### src/rtl/calc_pkg.sv
// Shared definitions for the calculator control sequencer.
// Holds the FSM state encoding, the operation-kind encoding and the
// {btnl,btnc,btnr} -> alu_op code table.
package calc_pkg;

  localparam int unsigned STATE_W  = 2;
  localparam int unsigned ALU_OP_W = 4;
  localparam int unsigned OPND_W   = 16;
  localparam int unsigned SEL_W    = 3;

  // FSM state encoding
  localparam logic [STATE_W-1:0] ST_IDLE     = 2'd0;
  localparam logic [STATE_W-1:0] ST_DEBOUNCE = 2'd1;
  localparam logic [STATE_W-1:0] ST_EXEC     = 2'd2;
  localparam logic [STATE_W-1:0] ST_HOLD     = 2'd3;

  // Kind of operation being debounced
  localparam logic KIND_UPDATE = 1'b0;
  localparam logic KIND_CLEAR  = 1'b1;

  // ALU operation codes indexed by {l,c,r}
  localparam logic [ALU_OP_W-1:0] ALU_LCR_000 = 4'b0000;
  localparam logic [ALU_OP_W-1:0] ALU_LCR_001 = 4'b0011;
  localparam logic [ALU_OP_W-1:0] ALU_LCR_010 = 4'b0010;
  localparam logic [ALU_OP_W-1:0] ALU_LCR_011 = 4'b0011;
  localparam logic [ALU_OP_W-1:0] ALU_LCR_100 = 4'b0100;
  localparam logic [ALU_OP_W-1:0] ALU_LCR_101 = 4'b0111;
  localparam logic [ALU_OP_W-1:0] ALU_LCR_110 = 4'b0001;
  localparam logic [ALU_OP_W-1:0] ALU_LCR_111 = 4'b1011;

  // Map synced select buttons to the ALU operation code
  function automatic logic [ALU_OP_W-1:0] alu_code(input logic [SEL_W-1:0] lcr);
    logic [ALU_OP_W-1:0] code;
    case (lcr)
      3'b000:  code = ALU_LCR_000;
      3'b001:  code = ALU_LCR_001;
      3'b010:  code = ALU_LCR_010;
      3'b011:  code = ALU_LCR_011;
      3'b100:  code = ALU_LCR_100;
      3'b101:  code = ALU_LCR_101;
      3'b110:  code = ALU_LCR_110;
      default: code = ALU_LCR_111;
    endcase
    return code;
  endfunction

endpackage

### src/rtl/btn_sync.sv
// 2-flop synchronizer with rising-edge detect for one raw button.
// Ports: clk, rst_n; btn_i raw async button; sync_o synced level;
// rise_c one-cycle rise indication (combinational from flops).
module btn_sync (
  input  logic clk,
  input  logic rst_n,
  input  logic btn_i,
  output logic sync_o,
  output logic rise_c
);

  logic       meta_q, meta_d;
  logic       sync_q, sync_d;
  logic       prev_q, prev_d;
  logic       armed_q, armed_d;
  logic [1:0] vld_q, vld_d;

  // vld tracks when sync_q holds a real sample rather than reset zeros;
  // armed requires a genuine low so a button held through reset never rises.
  always_comb begin
    meta_d  = btn_i;
    sync_d  = meta_q;
    prev_d  = sync_q;
    vld_d   = {vld_q[0], 1'b1};
    armed_d = armed_q | (vld_q[1] & ~sync_q);
  end

  always_ff @(posedge clk or negedge rst_n) begin
    if (!rst_n) begin
      meta_q  <= 1'b0;
      sync_q  <= 1'b0;
      prev_q  <= 1'b0;
      armed_q <= 1'b0;
      vld_q   <= 2'b00;
    end else begin
      meta_q  <= meta_d;
      sync_q  <= sync_d;
      prev_q  <= prev_d;
      armed_q <= armed_d;
      vld_q   <= vld_d;
    end
  end

  assign sync_o = sync_q;
  assign rise_c = sync_q & ~prev_q & armed_q;

endmodule

### src/rtl/calc_sequencer.sv
// Button-driven control sequencer for the calculator datapath.
// Debounces the update (btnd) and clear (btnu) buttons and emits one
// accumulator strobe per press, capturing operand and ALU op on update.
// Ports: clk, rst_n; btnd/btnu/btnl/btnc/btnr raw buttons; sw raw operand;
// alu_op, op2_q captured op/operand; acc_we/acc_clr strobes; busy.
module calc_sequencer
  import calc_pkg::*;
#(
  parameter int unsigned DB_CYCLES = 500000
) (
  input  logic                clk,
  input  logic                rst_n,
  input  logic                btnd,
  input  logic                btnu,
  input  logic                btnl,
  input  logic                btnc,
  input  logic                btnr,
  input  logic [OPND_W-1:0]   sw,
  output logic [ALU_OP_W-1:0] alu_op,
  output logic [OPND_W-1:0]   op2_q,
  output logic                acc_we,
  output logic                acc_clr,
  output logic                busy
);

  localparam int unsigned CNT_W = $clog2(DB_CYCLES) + 1;
  localparam logic [CNT_W-1:0] CNT_MAX = CNT_W'(DB_CYCLES - 1);

  logic             d_sync, d_rise, u_sync, u_rise;
  logic             l_sync, c_sync, r_sync;
  logic [SEL_W-1:0] sel_rise_unused;

  btn_sync u_btnd (.clk(clk), .rst_n(rst_n), .btn_i(btnd), .sync_o(d_sync), .rise_c(d_rise));
  btn_sync u_btnu (.clk(clk), .rst_n(rst_n), .btn_i(btnu), .sync_o(u_sync), .rise_c(u_rise));
  btn_sync u_btnl (.clk(clk), .rst_n(rst_n), .btn_i(btnl), .sync_o(l_sync), .rise_c(sel_rise_unused[2]));
  btn_sync u_btnc (.clk(clk), .rst_n(rst_n), .btn_i(btnc), .sync_o(c_sync), .rise_c(sel_rise_unused[1]));
  btn_sync u_btnr (.clk(clk), .rst_n(rst_n), .btn_i(btnr), .sync_o(r_sync), .rise_c(sel_rise_unused[0]));

  logic [OPND_W-1:0]   sw_meta_q, sw_meta_d, sw_sync_q, sw_sync_d;
  logic [STATE_W-1:0]  state_q, state_d;
  logic [CNT_W-1:0]    cnt_q, cnt_d;
  logic                kind_q, kind_d;
  logic [ALU_OP_W-1:0] alu_op_q, alu_op_d;
  logic [OPND_W-1:0]   op2_d;
  logic                acc_we_q, acc_we_d;
  logic                acc_clr_q, acc_clr_d;
  logic                busy_q, busy_d;
  logic                btn_hi;

  // Next-state, capture and strobe logic
  always_comb begin
    sw_meta_d = sw;
    sw_sync_d = sw_meta_q;
    state_d   = state_q;
    cnt_d     = cnt_q;
    kind_d    = kind_q;
    alu_op_d  = alu_op_q;
    op2_d     = op2_q;
    acc_we_d  = 1'b0;
    acc_clr_d = 1'b0;
    btn_hi    = (kind_q == KIND_CLEAR) ? u_sync : d_sync;

    case (state_q)
      ST_IDLE: begin
        cnt_d = '0;
        if (u_rise) begin
          state_d = ST_DEBOUNCE;
          kind_d  = KIND_CLEAR;
        end else if (d_rise) begin
          state_d = ST_DEBOUNCE;
          kind_d  = KIND_UPDATE;
        end
      end
      ST_DEBOUNCE: begin
        // A clear press pre-empts an update still being debounced
        if ((kind_q == KIND_UPDATE) && u_rise) begin
          cnt_d  = '0;
          kind_d = KIND_CLEAR;
        end else if (!btn_hi) begin
          state_d = ST_IDLE;
        end else if (cnt_q == CNT_MAX) begin
          state_d = ST_EXEC;
          if (kind_q == KIND_UPDATE) begin
            acc_we_d = 1'b1;
            op2_d    = sw_sync_q;
            alu_op_d = alu_code({l_sync, c_sync, r_sync});
          end else begin
            acc_clr_d = 1'b1;
          end
        end else begin
          cnt_d = cnt_q + CNT_W'(1);
        end
      end
      ST_EXEC: begin
        state_d = ST_HOLD;
      end
      ST_HOLD: begin
        if (!d_sync && !u_sync) begin
          state_d = ST_IDLE;
        end
      end
      default: begin
        state_d = ST_IDLE;
      end
    endcase

    busy_d = (state_d != ST_IDLE);
  end

  // State and output registers
  always_ff @(posedge clk or negedge rst_n) begin
    if (!rst_n) begin
      sw_meta_q <= '0;
      sw_sync_q <= '0;
      state_q   <= ST_IDLE;
      cnt_q     <= '0;
      kind_q    <= KIND_UPDATE;
      alu_op_q  <= '0;
      op2_q     <= '0;
      acc_we_q  <= 1'b0;
      acc_clr_q <= 1'b0;
      busy_q    <= 1'b0;
    end else begin
      sw_meta_q <= sw_meta_d;
      sw_sync_q <= sw_sync_d;
      state_q   <= state_d;
      cnt_q     <= cnt_d;
      kind_q    <= kind_d;
      alu_op_q  <= alu_op_d;
      op2_q     <= op2_d;
      acc_we_q  <= acc_we_d;
      acc_clr_q <= acc_clr_d;
      busy_q    <= busy_d;
    end
  end

  assign alu_op  = alu_op_q;
  assign acc_we  = acc_we_q;
  assign acc_clr = acc_clr_q;
  assign busy    = busy_q;

endmodule

### config.mk
export PLATFORM = sky130hd
export DESIGN_NAME = calc_sequencer
export DESIGN_NICKNAME = d
export VERILOG_FILES = /design/src/rtl/calc_pkg.sv /design/src/rtl/btn_sync.sv /design/src/rtl/calc_sequencer.sv
export SDC_FILE = /design/constraint.sdc
export NUM_CORES = 1
export LEC_CHECK = 0
export BUFFER_PORTS_ARGS = -buffer_cell sky130_fd_sc_hd__buf_2
export CAP_MARGIN = 20
export CELL_PAD_IN_SITES_DETAIL_PLACEMENT = 1
export CELL_PAD_IN_SITES_GLOBAL_PLACEMENT = 1
export CORE_AREA = 5 5 92 94
export DETAILED_ROUTE_END_ITERATION = 7
export DIE_AREA = 0 0 97 99
export GPL_TIMING_DRIVEN = 0
export PLACE_DENSITY_LB_ADDON = 0.12
export RECOVER_POWER = 100
export SETUP_SLACK_MARGIN = 0.3
export SLEW_MARGIN = 20
export SYNTH_ARGS = -nofsm -noshare
export SYNTH_HDL_FRONTEND = slang
export SYNTH_SLANG_ARGS = --single-unit
### constraint.sdc
create_clock -name clk -period 7.3 [get_ports clk]
set_input_delay 0.73 -clock clk [delete_from_list [all_inputs] [get_ports clk]]
set_output_delay 0.73 -clock clk [all_outputs]
set_load 0.02 [all_outputs]
* After elaboration in Yosys (flattened, before gate mapping) *
Cells that the tools add are included.

storage, ports and cells
  input port bits = 23
  word-level logic and storage cells = 94
  bits in registers = 96
  output and inout port bits = 23

cells by class
  bitwise logic cells = 14
  $add $sub $neg = 1
  reduce and logical (&&, ||, !) cells = 12
  equal/unequal tests = 14
  multiplexer cells = 27

operators with widths
  operator                                                count
  two-way mux 20 bit                                      3
  one-hot mux 20 bit (2 select lines)                     1
  one-hot mux 4 bit (6 select lines)                      1
  adder 20 x 1 -> 20 bit (second input constant)          1
  equality test 20 x 19 -> 1 bit (second input constant)  1
  two-way mux 1 bit                                       14
  two-way mux 2 bit                                       6
  equality test 3 bit (second input constant)             3
  != test 3 bit (second input constant)                   3
  one-hot mux 2 bit (4 select lines)                      1
  AND 1 bit                                               6
  equality test 3 x 2 -> 1 bit (second input constant)    2
  NOT 1 bit                                               6
  AND reduction 3 bit                                     2
  AND reduction 5 bit                                     1
  equality test 2 bit (second input constant)             2
  nonzero test 2 bit                                      2
  equality test 3 x 1 -> 1 bit (second input constant)    1
  logical NOT 3 bit                                       1
  equality test 2 x 1 -> 1 bit (second input constant)    1
  logical AND 1 bit                                       2
  logical NOT 1 bit                                       2
  logical NOT 2 bit                                       1
  != test 2 bit (second input constant)                   1
  3 further kinds                                         4

* Depth between registers and ports, before layout *
Gate-level depths: netlist of run 1.

  word-level depth = 7
  depth in mapped cells = 8
  depth with buffers taken out = 6

* By module *
From an unflattened synthesis of run 1, not the netlist that was laid out.

second synthesis, totals
  cells, all modules = 297
  area, all modules = 3922.5 sq um

modules (own cells, without submodules)
  module          cells an instance  area an instance (sq um)  seq. area each (sq um)  times used
  calc_sequencer  242                3059.2                    1951.9                  1
  btn_sync        11                 172.7                     150.1                   5

* Least setup slack after synthesis of run 1 *
OpenSTA, ideal clock, no wires.

  path type = flip-flop to flip-flop
  from = reg cnt_q[6]
  to = reg alu_op_q[0], in the netlist alu_op[0]
  required time = 7.176 ns
  setup time = 0.124 ns
  data arrival time = 2.390 ns
  buffers on the path = 1
  cell stages (with the launch flop) = 7
  clock period less this slack = 2.514 ns
  setup slack = 4.786 ns
  cells stage by stage = dfrtp_1 > or4_1 > or4_4 > or4_4 > buf_6 > a211oi_2 > a21oi_2

between the ends
  cells in the longest elaborated chain, start to end = 2

ends and longest elaborated chain
  what                                  RTL line               source
  start, declared                       calc_sequencer.sv:41   logic [CNT_W-1:0] cnt_q, cnt_d;
  start signal, assigned                calc_sequencer.sv:127  cnt_q <= cnt_d;
  equality test 20 x 19 -> 1 bit        calc_sequencer.sv:81   end else if (cnt_q == CNT_MAX) begin
  AND reduction 5 bit (no source line)  n/a
  end signal, assigned                  calc_sequencer.sv:129  alu_op_q <= alu_op_d;
  end, declared                         calc_sequencer.sv:43   logic [ALU_OP_W-1:0] alu_op_q, alu_op_d;

No other way between the ends.
A chain may end at the register's enable or synchronous reset.

* Worst setup path in the final report of run 1 *
  from = reg cnt_q[6]
  to = reg op2_q[13]

between the ends
  cells in the longest elaborated chain, start to end = 2

ends and longest elaborated chain
  what                                  RTL line               source
  equality test 20 x 19 -> 1 bit        calc_sequencer.sv:81
  AND reduction 5 bit (no source line)  n/a
  end signal, assigned                  calc_sequencer.sv:130  op2_q <= op2_d;
  end, declared                         calc_sequencer.sv:20   output logic [OPND_W-1:0] op2_q,

No other way between the ends.

==> run_results.csv, run 1 <==
group,metric,value,unit
global_route,grt_overflow,0,
cells_and_area,num-nets-final,392,
detailed_routing,vias_per_cell,5.36,
setup_path,r2r_cells,6,
power_and_ir_drop,internal-power,743,uW
global_route,grt_antenna_before_repair,0,
synthesis,synth_edf_count,0,
synthesis,synth-compound-area-share,0.0912,
floorplanning,die_width,97,microns
synthesis,ys_warn_count,0,
synthesis,ys.flop_type,"dfrtp_1",
floorplanning,io_pins,46,
power_and_ir_drop,p_per_area,261,mW/mm^2
timing,fin_crit,3.71,ns
detailed_routing,num_vias,2548,
place,dp_hpwl,5.51,mm
power_and_ir_drop,p_leak,0.00178,uW
place,place_area,0.00390,sq mm
setup_path,rr_endpoint,"op2_q[13]",
floorplanning,coreArea,0.00757,sq mm
place,portBuffers,45,
synthesis,ys_seq_area_frac,0.670,
detailed_routing,ant_nets,0,
setup_path,endpoint_kind,"flop",
floorplanning,num_rows,32,
clocking,cts_made_buffers,9,
synthesis,syn_nets,335,
clocking,root_buffer,"clkbuf_8",
timing,fmax,270,MHz
cells_and_area,design_area,0.00400,sq mm
setup_path,path_class,"reg2reg",
power_and_ir_drop,switchingPower,303,uW
setup_path,startpoint_type,"flop",
timing,hold_viol,0,
worst_hold_path,hold_path.class,"reg2reg",
timing,drv_slew,49,
global_route,grt_max_degree,57,
synthesis,syn_inst,311,
power_and_ir_drop,netSwitchingFraction,0.290,
synthesis,async_flop_share,1.00,
clocking,ctsHoldBuffers,0,
power_and_ir_drop,vdd_drop_max,0.144,mV
setup_path,rr_startpoint,"cnt_q[6]",
floorplanning,initial_utilization,0.464,
worst_hold_path,min_from,"sw_meta_q[7]",
setup_path,arrival,4.01,ns
cells_and_area,final_common_cell,"dfrtp_1",
synthesis,synthMuxAreaShare,0.00285,
timing,skew,0.00933,ns
detailed_routing,initialDrtViolationCount,108,
clocking,clk_pin_slew_worst_paths,0.10,ns
setup_path,cp.required,7.60,ns
synthesis,synth_top_family_by_area,"simple AND/OR/NAND/NOR gates",
detailed_routing,drc_errors,0,
cells_and_area,n_antenna_cell,0,
synthesis,synth_cell_types,41,
timing,rsz0062_at_grt,"false",
clocking,cts_tree,"yes",
detailed_routing,first_pass_iters,4,
clocking,ctsResizeCount,0,
detailed_routing,totalWireLength,7.90,mm
place,gp_congestion,0.749,
synthesis,synthAdderAreaFrac,0.00356,
timing,worstMarginPinSlew,2.11,ns
power_and_ir_drop,pwr-share-seq,0.541,
synthesis,yosys.area_share.simple,0.201,
timing,period_share,0.508,
cells_and_area,layout_common_cells,"94 x dfrtp_1, 73 x nand2_1, 37 x clkbuf_1",
synthesis,syn_area,0.00351,sq mm
power_and_ir_drop,pwr-share-comb,0.126,
worst_hold_path,whs_path_depth,0,
floorplanning,dieHeight,99,microns
clocking,cts_sinks,94,
timing,tns,0,ns
global_route,grt_pass1_vias,2773,
detailed_routing,wire_per_inst,16.6,microns
floorplanning,die_area,0.00960,sq mm
synthesis,ys_ff_latch,94,
global_route,grt_use_total,0.176,
timing,relSlewSlack,-0.404,
synthesis,synth-xor-area-share,0,
synthesis,synth_area_per_cell,11.3,sq um
setup_path,r2r_slack,3.59,ns
worst_hold_path,hold_end,"sw_sync_q[7]",
power_and_ir_drop,fin_total_pwr,1050,uW
cells_and_area,area_growth_syn_to_layout,14.0,%
clocking,htree_levels,3,
status,violations,"capacitance limit, slew limit",
flow_run,cap_viol_max_count,2,
cells_and_area,drive_above_1_share,0.110,
power_and_ir_drop,p_clk_frac,0.332,
global_route,grt_pass1_wl,13.5,mm
clocking,clock_latency,0.36,ns
clocking,cts_setup_buffers,0,
clocking,cts_max_path_buffers,2,
setup_path,path_max_fanout,10,
status,status,"finished, violations left",
timing,finalSetupViolations,0,
-- state kept, by name, summed over array words and instances, names as in the netlist, 2 cells and up --
| register | flops |
|---|---|
| cnt_q | 20 |
| op2_q | 16 |
| sw_meta_q | 16 |
| sw_sync_q | 16 |
| alu_op | 4 |
| state_q | 2 |
-- cell type report --
type,instances,area (sq um)
plain buffers,12,45.0
clock buffers,9,124
clock inverters,7,70.1
fillers,862,3560
inverters,9,33.8
multi-input cells,196,1030
flip-flops and latches,94,2350
well taps,102,128
repair buffers,46,221
-- critical path, stage by stage (launching register included) --
cell      delay, ns
dfrtp_1        0.44
or4_1          0.57
or4_1          0.60
nor4_1         1.34
clkbuf_1       0.48
nand2_1        0.13
nand2_1        0.09
-- layer usage --
layer	vias to the layer above	global-route usage	part of all wire
met3	13	0.0354	0.035
met5	-	0	0
li1	1187	-	-
met4	0	0.0734	0.020
met2	50	0.305	0.51
met1	1298	0.215	0.43
-- power by group through the flow --
stage | clock, uW | sequential, uW | combinational, uW
2_1_floorplan | 0 | 573 | 79.8
4_1_cts | 355 | 567 | 138
6_report | 348 | 566 | 132
3_5_place_dp | 0 | 576 | 138
5_1_grt | 381 | 570 | 151
3_3_place_gp | 0 | 574 | 132
-- how the worst max path moves through the flow --
stage / start / endpoint / slack (ns) / cells after the start
2_1_floorplan: cnt_q[6] / alu_op[0] / 4.79 / 6
3_3_place_gp: cnt_q[6] / cnt_q[18] / 4.49 / 7
3_5_place_dp: cnt_q[6] / cnt_q[10] / 4.44 / 7
4_1_cts: cnt_q[6] / cnt_q[11] / 4.38 / 7
5_1_grt: cnt_q[6] / op2_q[13] / 3.26 / 6
6_report: cnt_q[6] / op2_q[13] / 3.59 / 6
-- Yosys cell counts, types with 2 or more instances --
cell	number	area (sq um)
a21o_1	2	15.0
a21oi_1	15	75.1
a21oi_2	2	17.5
a31oi_1	2	12.5
and2_1	2	12.5
and3_1	3	18.8
buf_2	3	15.0
buf_6	2	22.5
clkbuf_1	6	22.5
dfrtp_1	94	2350
inv_1	9	33.8
nand2_1	73	274
nand3_1	14	70.1
nand3b_1	3	22.5
nand4_1	9	56.3
nor2_1	4	15.0
nor2b_1	2	12.5
nor3_1	3	15.0
nor4_1	3	18.8
o21ai_0	17	85.1
o21ai_1	2	10.0
o31ai_1	5	37.5
or3_1	11	68.8
or4_1	7	52.6
or4_4	2	22.5
-- cells by family (layout without fill, tap and decap cells) --
logic type,Yosys count,count (layout)
DFF,94,94
AOI/OAI and AO/OA,53,53
adders and majority gates,1,1
muxes,1,1
other,1,1
buffers and inverters,21,83
and+or+nand+nor,140,140
-- through the flow --
stage	worst slack (ns)	std cells	utilization	hold WS [ns]
2_1_floorplan	4.79	311	-	0.331
3_3_place_gp	4.49	458	0.511	0.331
3_5_place_dp	4.44	459	0.515	0.336
4_1_cts	4.38	475	0.541	0.261
5_1_grt	3.26	475	0.529	0.361
6_report	3.59	475	0.529	0.352
Power figures use the tool's default switching activity.
==> run 2, diff against run 1 <==
--- a/config.mk
+++ b/config.mk
@@ -9,9 +9,9 @@
 export CAP_MARGIN = 20
 export CELL_PAD_IN_SITES_DETAIL_PLACEMENT = 1
 export CELL_PAD_IN_SITES_GLOBAL_PLACEMENT = 1
-export CORE_AREA = 5 5 92 94
+export CORE_AREA = 5 5 95 97
 export DETAILED_ROUTE_END_ITERATION = 7
-export DIE_AREA = 0 0 97 99
+export DIE_AREA = 0 0 100 102
 export GPL_TIMING_DRIVEN = 0
 export PLACE_DENSITY_LB_ADDON = 0.12
 export RECOVER_POWER = 100
==> constraint.sdc (replaced) <==
create_clock -name clk -period 3.82 [get_ports clk]
set_input_delay 0.382 -clock clk [delete_from_list [all_inputs] [get_ports clk]]
set_output_delay 0.382 -clock clk [all_outputs]
set_load 0.02 [all_outputs]
==> run 2 against run 1 <==
  * The flow still finishes with violations (capacitance limit, slew limit)
  * Clock skew increased by 0.0028 ns
  * Combinational power increased by 95%
  * Clock-buffer cell count is the same
  * Global-route usage shrank 1.3 points
  * Critical endpoint is now cnt_q[11]
  * Largest cell class unchanged
==> run_results.csv, run 2 (synthesis gave the netlist of run 1 again) <==
group,metric,value,unit
status,status,"finished, violations left",
status,violations,"capacitance limit, slew limit",
clocking,clk_pin_slew_worst_paths,0.10,ns
setup_path,startpoint_type,"flop",
setup_path,crit_chain,"or4_1 > or4_1 > o21ai_0 > buf_2 > buf_2 > o21ai_0 > a21oi_1",
timing,skew,0.0122,ns
floorplanning,initial_utilization,0.436,
timing,period_share,0.796,
floorplanning,num_rows,33,
detailed_routing,num_vias,2510,
floorplanning,dieHeight,102,microns
clocking,cts_max_path_buffers,2,
timing,fmax,329,MHz
setup_path,cp.required,4.10,ns
power_and_ir_drop,pwr-share-seq,0.542,
place,place_area,0.00390,sq mm
global_route,grt_pass1_vias,2606,
timing,fin_crit,3.04,ns
place,dp_slack,0.962,ns
clocking,htree_levels,3,
clocking,root_buffer,"clkbuf_8",
global_route,grt_use_total,0.163,
cells_and_area,final_cell_count_no_fill,478,
detailed_routing,totalWireLength,7.69,mm
place,dp_hpwl,5.28,mm
detailed_routing,ant_nets,0,
setup_path,path_class,"reg2reg",
timing,worstMarginPinSlew,1.84,ns
clocking,cts_sinks,94,
cells_and_area,n_fill_cell,905,
timing,rsz0062_at_grt,"false",
cells_and_area,num-nets-final,393,
place,portBuffers,45,
detailed_routing,vias_per_cell,5.25,
cells_and_area,area_growth_syn_to_layout,14.5,%
timing,tns,0,ns
timing,hold_viol,0,
global_route,grt_pass1_wl,13.0,mm
setup_path,endpoint_kind,"flop",
setup_path,path_delay_family,"simple AND/OR/NAND/NOR gates",
cells_and_area,final_common_cell,"dfrtp_1",
detailed_routing,drc_errors,0,
timing,fin_ws,0.780,ns
clocking,cts_setup_buffers,0,
timing,finalSetupViolations,0,
setup_path,slowest_stage,"or4_1",
cells_and_area,largest_register,"cnt_q",
place,gp_congestion,0.739,
cells_and_area,multi_input_area,0.00103,sq mm
global_route,grt_antenna_before_repair,0,
floorplanning,die_width,100,microns
clocking,ctsResizeCount,0,
global_route,grt_overflow,0,
setup_path,arrival,3.32,ns
floorplanning,die_area,0.0102,sq mm
cells_and_area,design_area,0.00402,sq mm
timing,relSlewSlack,-0.227,
global_route,grt_max_degree,63,
power_and_ir_drop,p_leak,0.00180,uW
cells_and_area,largest_reg_flops,20,
setup_path,path_max_fanout,10,
timing,drv_slew,33,
power_and_ir_drop,p_clk_frac,0.329,
cells_and_area,n_antenna_cell,0,
power_and_ir_drop,vdd_drop_max,0.211,mV
clocking,cts_tree,"yes",
floorplanning,io_pins,46,
detailed_routing,first_pass_iters,6,
setup_path,crit_path_max_incr_delay,0.57,ns
place,dp.cells,462,
power_and_ir_drop,netSwitchingFraction,0.288,
clocking,cts_made_buffers,9,
power_and_ir_drop,pwr-share-comb,0.129,
cells_and_area,drive_above_1_share,0.115,
flow_run,cap_viol_max_count,1,
clocking,clock_latency,0.35,ns
cells_and_area,layout_common_cells,"94 x dfrtp_1, 73 x nand2_1, 34 x clkbuf_1",
detailed_routing,initialDrtViolationCount,95,
power_and_ir_drop,p_per_area,497,mW/mm^2
detailed_routing,wire_per_inst,16.1,microns
power_and_ir_drop,switchingPower,574,uW
worst_hold_path,hold_path.class,"in2reg",
floorplanning,coreArea,0.00805,sq mm
setup_path,cp_num_buf_inv,2,
power_and_ir_drop,internal-power,1420,uW
cells_and_area,regArea,0.00235,sq mm
[run 2: worst paths after layout]
path	startpoint	endpoint	slack (ns)	cells after the start
max	cnt_q[6]	cnt_q[11]	0.78	7
min	sw[1]	sw_meta_q[1]	0.13	1
max reg2reg	cnt_q[6]	cnt_q[11]	0.78	7
min reg2reg	u_btnr.meta_q	u_btnr.sync_o	0.35	0
min in group asynchronous	rst_n	sw_sync_q[1]	1.07	2
max in group asynchronous	rst_n	cnt_q[19]	1.68	2
[run 2: per-layer routing]
metal  routed length [microns]  track usage  vias up
met1                      3570        0.218     1262
met4                       110       0.0756        0
met5                         0            0        -
met2                      3710        0.263       53
li1                          -            -     1185
met3                       309       0.0273       10
[run 2: area by class of cell]
type	instances	area share
tap	105	0.0327
clock inverter	6	0.0171
timing repair buffer	47	0.0576
sequential	94	0.585
inverter	9	0.00840
multi-input combinational	196	0.256
buffer	12	0.0121
clock buffer	9	0.0308
[run 2: timing repair]
action | 4_1_cts | 5_1_grt
setup endpoints to repair | 0 | 0
endpoints found under the hold margin | 32 | 0
hold buffers | 1 | 0
[run 2: per-stage QoR]
step / utilization / hold WS, ns / power [uW]
after detailed placement: 0.485 / 0.288 / 1360
after floorplan: - / 0.0864 / 1250
after CTS: 0.510 / 0.115 / 2030
after global routing: 0.499 / 0.104 / 2110
final: 0.499 / 0.133 / 2000
after global placement: 0.480 / 0.331 / 1350
[run 2: power groups by stage]
stage               sequential [uW]  clock [uW]  combinational (uW)
floorplan                      1100           0                 153
global placement               1100           0                 254
detailed placement             1100           0                 264
CTS                            1080         680                 265
global route                   1090         726                 293
finish                         1080         657                 258
==> run 3, diff against run 2 <==
--- a/config.mk
+++ b/config.mk
@@ -9,9 +9,9 @@
 export CAP_MARGIN = 20
 export CELL_PAD_IN_SITES_DETAIL_PLACEMENT = 1
 export CELL_PAD_IN_SITES_GLOBAL_PLACEMENT = 1
-export CORE_AREA = 5 5 95 97
+export CORE_AREA = 5 5 100 102
 export DETAILED_ROUTE_END_ITERATION = 7
-export DIE_AREA = 0 0 100 102
+export DIE_AREA = 0 0 105 107
 export GPL_TIMING_DRIVEN = 0
 export PLACE_DENSITY_LB_ADDON = 0.12
 export RECOVER_POWER = 100
==> constraint.sdc (replaced) <==
create_clock -name clk -period 2.65 [get_ports clk]
set_input_delay 0.265 -clock clk [delete_from_list [all_inputs] [get_ports clk]]
set_output_delay 0.265 -clock clk [all_outputs]
set_load 0.02 [all_outputs]
==> run 3 against run 2 <==
  * The run still ends with capacitance limit, slew limit left
  * Clock power increased by 29%
  * First-iteration DRC count decreased by 58%
  * Non-clock buffer count increased by 22
  * Clock-buffer cell count increased by 1
  * Worst hold slack got worse by 0.11 ns
  * Global-route usage decreased by 1.2 points
  * Final cell count increased by 6.1%
  * Clock skew increased by 0.0031 ns
  * Setup slack got worse by 0.58 ns
==> run_results.csv, run 3 (synthesis gave the netlist of run 1 again) <==
group,metric,value,unit
setup_path,endpoint_kind,"flop",
flow_run,cap_viol_max_count,1,
detailed_routing,drc_errors,0,
clocking,clock_latency,0.35,ns
detailed_routing,vias_per_cell,5.13,
clocking,cts_max_path_buffers,2,
cells_and_area,num-nets-final,415,
timing,relSlewSlack,-0.230,
power_and_ir_drop,p_leak,0.00193,uW
worst_hold_path,hold_end,"sw_meta_q[12]",
global_route,grt_overflow,0,
detailed_routing,num_vias,2602,
setup_path,path_max_fanout,6,
timing,rsz0062_at_grt,"true",
status,status,"finished, violations left",
floorplanning,coreArea,0.00902,sq mm
place,dp_slack,-0.250,ns
place,gp_congestion,0.756,
worst_hold_path,min_from,"sw[12]",
place,dp.cells,468,
timing,finalSetupViolations,0,
setup_path,path_class,"reg2reg",
floorplanning,num_rows,35,
floorplanning,dieHeight,107,microns
place,dp_hpwl,5.40,mm
cells_and_area,utilization,0.478,
clocking,cts_made_buffers,9,
cells_and_area,drive_above_1_share,0.162,
global_route,grt_use_total,0.151,
power_and_ir_drop,vdd_drop_max,0.301,mV
timing,fin_ws,0.196,ns
clocking,root_buffer,"clkbuf_8",
global_route,grt_pass1_vias,2795,
timing,fin_crit,2.45,ns
place,portBuffers,45,
setup_path,startpoint_type,"flop",
cells_and_area,area_growth_syn_to_layout,22.7,%
cells_and_area,largest_reg_flops,20,
global_route,grt_pass1_wl,13.8,mm
power_and_ir_drop,fin_total_pwr,2840,uW
floorplanning,io_pins,46,
timing,worstMarginPinSlew,1.85,ns
worst_hold_path,whs_path_depth,1,
floorplanning,die_area,0.0112,sq mm
clocking,cts_tree,"yes",
cells_and_area,n_fill_cell,1025,
setup_path,rr_startpoint,"cnt_q[7]",
setup_path,cp.required,2.90,ns
power_and_ir_drop,p_per_area,660,mW/mm^2
detailed_routing,wire_per_inst,16.0,microns
detailed_routing,totalWireLength,8.13,mm
clocking,clk_pin_slew_worst_paths,0.10,ns
cells_and_area,n_antenna_cell,0,
setup_path,rr_endpoint,"op2_q[5]",
detailed_routing,initialDrtViolationCount,40,
timing,hold_viol,0,
global_route,grt_max_degree,63,
setup_path,arrival,2.71,ns
worst_hold_path,hold_path.class,"in2reg",
timing,tns,0,ns
cells_and_area,largest_register,"cnt_q",
status,violations,"capacitance limit, slew limit",
global_route,grt_antenna_before_repair,0,
cells_and_area,layout_common_cells,"94 x dfrtp_1, 69 x nand2_1, 33 x clkbuf_1",
timing,fmax,407,MHz
floorplanning,die_width,105,microns
cells_and_area,final_cell_count_no_fill,507,
timing,period_share,0.926,
floorplanning,initial_utilization,0.389,
cells_and_area,final_common_cell,"dfrtp_1",
timing,drv_slew,33,
clocking,htree_levels,3,
setup_path,r2r_slack,0.20,ns
setup_path,r2r_cells,7,
clocking,cts_sinks,94,
detailed_routing,ant_nets,0,
detailed_routing,first_pass_iters,4,
timing,skew,0.0152,ns
==> run 3: cell count changes in the layout (fill, tap and decap cells not counted), sizes merged <==
| cell | delta |
|---|---|
| clkinv | +1 |
| dlygate4sd3 | +12 |
| clkbuf | +3 |
| buf | +8 |
| bufinv | -1 |
==> run 3: power breakdown <==
group	internal, uW	total [uW]	switching (uW)
registers	1500	1560	51.9
logic	145	436	291
clock network	347	850	503
==> run 3: cell type report <==
type                       instances  area [sq um]  area share
timing repair buffer              69           433       0.100
tap                              111           139      0.0322
buffer                            12          93.8      0.0218
clock inverter                     6          43.8      0.0102
sequential                        94          2350       0.546
inverter                           9          33.8     0.00784
clock buffer                      10           128      0.0296
multi-input combinational        196          1080       0.252
==> run 3: what timing repair did <==
action                                 in CTS  in global routing
gates cloned                                0                  1
buffers inserted                            8                  1
hold buffers                                9                  4
gates resized for setup                    10                 21
pin swaps                                   3                 10
endpoints found under the hold margin      40                  4
setup endpoints to repair                  39                 38
==> run 3: worst max-delay path, stage by stage (launching register included) <==
cell and delay [ns]:
dfrtp_1 0.40, or4_1 0.55, or4_1 0.48, or4_4 0.51, buf_8 0.16, clkbuf_16 0.15, nand2_1 0.07, nand2_2 0.05
==> run 3: how the worst max path moves through the flow <==
stage,from,end,slack (ns)
after floorplan,cnt_q[7],alu_op[3],0.33
after global placement,cnt_q[7],cnt_q[18],-0.16
after detailed placement,cnt_q[7],cnt_q[18],-0.25
after CTS,cnt_q[7],alu_op[2],0.20
after global routing,cnt_q[7],alu_op[2],0.1
final,cnt_q[7],op2_q[5],0.20
==> run 3: metrics by stage <==
stage	area (sq um)	hold WS, ns
after floorplan	3520	-0.0306
after global placement	3880	0.332
after detailed placement	3920	0.174
after CTS	4270	0.00140
after global routing	4310	0.00168
final	4310	0.0235
==> run 3: metal layers <==
layer | vias up | GRT usage | routed length, microns
met5 | - | 0 | 0
met4 | 0 | 0.0311 | 79
met3 | 7 | 0.0355 | 242
met2 | 41 | 0.267 | 4180
met1 | 1319 | 0.190 | 3630
li1 | 1235 | - | -
